$ cat config.mk
export PLATFORM = sky130hd
export DESIGN_NAME = bcd_updown_counter
export DESIGN_NICKNAME = d
export VERILOG_FILES = /design/src/rtl/bcd_updown_counter.sv
export SDC_FILE = /design/constraint.sdc
export NUM_CORES = 1
export LEC_CHECK = 0
export CORE_MARGIN = 2
export CORE_UTILIZATION = 42
export DETAILED_ROUTE_END_ITERATION = 10
export PLACE_DENSITY = 0.78
export SETUP_SLACK_MARGIN = 0.3
export SYNTH_ARGS = -nofsm -noshare
export SYNTH_HDL_FRONTEND = slang
export SYNTH_SLANG_ARGS = --single-unit
$ cat constraint.sdc
create_clock -name clk -period 3.4 [get_ports clk]
set_input_delay 0.68 -clock clk [delete_from_list [all_inputs] [get_ports clk]]
set_output_delay 0.68 -clock clk [all_outputs]
set_load 0.005 [all_outputs]
$ cat src/rtl/bcd_updown_counter.sv
// bcd_updown_counter: registered multi-digit BCD up/down counter with clear, load, wrap/saturate
module bcd_updown_counter #(
    parameter int DIGITS = 6,
    parameter bit WRAP   = 1'b1
) (
    input  logic                   clk,
    input  logic                   reset,
    input  logic                   clear,
    input  logic                   load,
    input  logic [DIGITS-1:0][3:0] load_value,
    input  logic                   enable,
    input  logic                   up_dn,
    output logic [DIGITS-1:0][3:0] bcd_out,
    output logic                   wrap,
    output logic                   at_max,
    output logic                   at_min,
    output logic                   load_err
);
    logic [DIGITS-1:0][3:0] bcd_q, bcd_d, stepped, clamped;
    logic                   wrap_q, wrap_d, load_err_q, load_err_d;
    logic                   carry, clamp_any, all_nine;
    // ripple the decimal carry/borrow from digit 0; carry surviving past the top digit marks a limit
    always_comb begin
        stepped  = bcd_q;
        carry    = 1'b1;
        all_nine = 1'b1;
        for (int i = 0; i < DIGITS; i++) begin
            all_nine = all_nine & (bcd_q[i] == 4'd9);
            if (carry && up_dn) begin
                stepped[i] = (bcd_q[i] == 4'd9) ? 4'd0 : bcd_q[i] + 4'd1;
                carry      = (bcd_q[i] == 4'd9);
            end else if (carry) begin
                stepped[i] = (bcd_q[i] == 4'd0) ? 4'd9 : bcd_q[i] - 4'd1;
                carry      = (bcd_q[i] == 4'd0);
            end
        end
    end
    // clamp each load digit to 9 so no illegal BCD digit ever reaches the register
    always_comb begin
        clamped   = load_value;
        clamp_any = 1'b0;
        for (int i = 0; i < DIGITS; i++) begin
            clamped[i] = (load_value[i] > 4'd9) ? 4'd9 : load_value[i];
            clamp_any  = clamp_any | (load_value[i] > 4'd9);
        end
    end
    // next state with priority clear > load > enable; pulses default to 0
    always_comb begin
        bcd_d      = bcd_q;
        wrap_d     = 1'b0;
        load_err_d = 1'b0;
        if (clear) begin
            bcd_d = '0;
        end else if (load) begin
            bcd_d      = clamped;
            load_err_d = clamp_any;
        end else if (enable) begin
            bcd_d  = (carry && !WRAP) ? bcd_q : stepped;
            wrap_d = carry;
        end
    end
    // state register; reset overrides everything presented in the same cycle
    always_ff @(posedge clk) begin
        if (reset) begin
            bcd_q      <= '0;
            wrap_q     <= 1'b0;
            load_err_q <= 1'b0;
        end else begin
            bcd_q      <= bcd_d;
            wrap_q     <= wrap_d;
            load_err_q <= load_err_d;
        end
    end
    assign bcd_out  = bcd_q;
    assign wrap     = wrap_q;
    assign load_err = load_err_q;
    assign at_max   = all_nine;
    assign at_min   = (bcd_q == '0);
endmodule

==> results.py <==
metrics = {
    "critical_path": {
        "cp.required_ns": 2.72,
        "arrival_ns": 2.33,
        "slowest_stage": "or4_4",
        "path_cells": "or4_4 -> nand4bb_4 -> nor4_2 -> clkdlybuf4s50_1",
        "worstSetupEndpointType": "output port",
        "critPathLaunchType": "flip-flop",
        "crit_type": "flip-flop to output port",
        "critPathMaxFanout": 13,
        "slowest_delay_ns": 0.56,
    },
    "status": {
        "outcome": "finished clean",
    },
    "pwr": {
        "leakage_nw": 1.03,
        "p_total_uw": 789,
        "ir_drop_mv": 0.188,
        "powerDensity_nw_per_um2": 257,
    },
    "floorplan": {
        "core_area_um2": 5570,
        "die_h_um": 80.5,
        "start_util": 0.441,
        "die_w_um": 80.5,
        "io_pins": 58,
        "std_cell_rows": 27,
        "die-area_um2": 6480,
    },
    "global_routing": {
        "grt_first_pass_wirelength_um": 11700,
        "antenna_found_initial": 0,
        "grt_pass1_vias": 2515,
        "track_usage": 0.223,
        "grt_max_degree": 28,
        "grt-ovfl-total": 0,
    },
    "clock_network": {
        "insertion_delay_ns": 0.28,
        "ctsRootBufferMaster": "clkbuf_8",
        "clk_pin_slew_worst_paths_ns": 0.10,
        "cts_buffers": 3,
        "postCtsHoldBufs": 0,
        "cts.htree.levels": 1,
        "cts_buffer_depth": 2,
        "clock-sinks": 26,
        "cts_tree": "yes",
    },
    "drt": {
        "dr.pass1.iters": 5,
        "via_per_inst": 6.18,
        "avgRoutedWirePerCell_um": 15.8,
        "postRouteAntennaNets": 0,
        "drc": 0,
        "drtIter0Drc": 261,
        "postRouteWirelength_um": 7100,
        "vias": 2777,
    },
    "timing": {
        "tns_ns": 0,
        "tightest_slew_ns": 0.545,
        "setup_ws_ns": 0.392,
        "rsz0062_at_grt": "no",
        "fin_crit_ns": 3.01,
        "maxSlewHeadroom": 0.627,
        "finalHoldViolCount": 0,
        "slew_violations": 0,
        "hold_ws_ns": 0.629,
        "setup_viol": 0,
        "max_freq_ghz": 0.332,
        "period_share": 0.885,
        "fin_worst_skew_ns": 0.00884,
    },
    "synthesis": {
        "ys_warn_count": 0,
        "postSynthAreaPerCell_um2": 7.14,
        "synthFlopType": "dfxtp_1",
        "yosysUniqueCellTypes": 63,
        "synth-edff-count": 0,
        "synth_seq_cells": 26,
        "netlist_area_um2": 2460,
        "async_reset_ff_frac": 0,
        "syn-num-nets": 374,
        "synth_cells": 344,
        "synth-seq-area-share": 0.212,
    },
    "cells_and_area": {
        "drive_above_1_share": 0.0716,
        "final_util": 0.552,
        "nFillCells": 529,
        "final_area_um2": 3070,
        "syn2layout_area_growth_pct": 25.2,
        "fin_cells": 449,
        "final_nets": 409,
        "diodes": 0,
    },
    "place": {
        "dp_hpwl_um": 5030,
        "dp.cells": 446,
        "io_buffers": 57,
        "place_area_um2": 3020,
        "place_congestion": 0.847,
        "dp_slack_ns": 0.503,
    },
    "worst_hold_path": {
        "hold_path.class": "flip-flop to flip-flop",
    },
    "flow_run": {
        "max_cap_viol_count": 0,
    },
}
-- final cells by class --
cell class                 count  area, um^2  share of cell area
timing repair buffer          63         616               0.200
multi-input combinational    274        1760               0.574
clock buffer                   3        41.3              0.0134
sequential                    26         522               0.170
tap                           72        90.1              0.0293
inverter                      11        41.3              0.0134
-- power breakdown --
group | leakage, nW | switching (mW) | total, mW | internal [mW]
Sequential | 0.213 | 0.0359 | 0.354 | 0.318
Clock | 0.0216 | 0.103 | 0.183 | 0.0797
Combinational | 0.792 | 0.121 | 0.251 | 0.131
-- critical path: cells and delay by family, from the launching register on --
kind / cells / cell delay [ns]
simple gates: 3 / 1.12
buf+inv: 1 / 0.54
flops: 1 / 0.40
-- routing by layer --
layer / global-route usage / up-vias / wire length [um]
met1: 0.291 / 1283 / 3090
met5: 0 / - / 0
met4: 0.0593 / 0 / 106
met3: 0.0427 / 8 / 529
met2: 0.373 / 124 / 3380
li1: - / 1362 / -
-- flip-flops by register name, indices dropped and copies added (netlist names) --
| register | cells |
|---|---|
| bcd_out | 24 |
| load_err | 1 |
| wrap | 1 |
-- path summary, 6_finish.rpt --
path / startpoint / to / slack [ns] / cells past startpoint
worst min register to register: bcd_out[16] / bcd_out[19] / 0.63 / 2
worst max-delay path: bcd_out[4] / at_min / 0.39 / 4
worst min-delay path: bcd_out[16] / bcd_out[19] / 0.63 / 2
worst max register to register: bcd_out[3] / bcd_out[22] / 1.04 / 6
-- cell usage after synthesis (2+ instances only) --
library cell  count  area [um^2]
nor2_1           30          113
nand2_1          29          109
dfxtp_1          26          521
o21ai_0          25          125
a21oi_1          23          115
clkbuf_1         21         78.8
nand3_1          11         55.1
inv_1            10         37.5
nor2b_1          10         62.6
xnor2_1          10         87.6
buf_2             9         45.0
a211oi_1          8         60.1
nand2b_1          8         50.1
nor3_1            8         40.0
a221oi_1          7         61.3
a2111oi_0         6         52.6
and3_1            6         37.5
nor4_1            6         37.5
nand4_1           5         31.3
o31ai_1           5         37.5
a31oi_1           4         25.0
and4_1            4         35.0
o211ai_1          4         30.0
or3_1             4         25.0
a21o_1            3         22.5
a22oi_1           3         22.5
a311oi_1          3         26.3
and2_1            3         18.8
nand3b_1          3         22.5
nor3b_1           3         22.5
o311a_1           3         30.0
o41ai_1           3         26.3
or2_2             3         18.8
a21oi_2           2         17.5
and4bb_1          2         25.0
buf_1             2         7.51
mux2i_1           2         20.0
o211a_1           2         20.0
o32ai_1           2         17.5
or4_4             2         22.5
xor2_1            2         17.5
-- cells in the final DEF, fill, tap and decap left out, types with 10 or more instances in the layout --
cell type	netlist	layout
clkdlybuf4s50_1	0	57
nor2_1	30	30
nand2_1	29	29
o21ai_0	25	25
dfxtp_1	26	25
a21oi_1	23	23
nand3_1	11	11
nor2b_1	10	10
inv_1	10	10
xnor2_1	10	10
-- repair_timing --
action	4_1_cts	5_1_grt
gates resized for setup	1	2
hold endpoints to repair	0	0
setup endpoints to repair	1	1
buffers inserted	0	0
-- kinds of logic (layout without fill, tap and decap cells) --
| kind of cell | count (synthesis) | after routing | share of synthesized area |
|---|---|---|---|
| AOI/OAI and AO/OA | 116 | 116 | 0.326 |
| buffers and inverters | 44 | 77 | 0.0749 |
| xor gates and xnor gates | 12 | 12 | 0.0428 |
| and+or+nand+nor | 144 | 144 | 0.337 |
| DFF | 26 | 26 | 0.212 |
| muxes | 2 | 2 | 0.00815 |
Power figures use the tool's default switching activity.
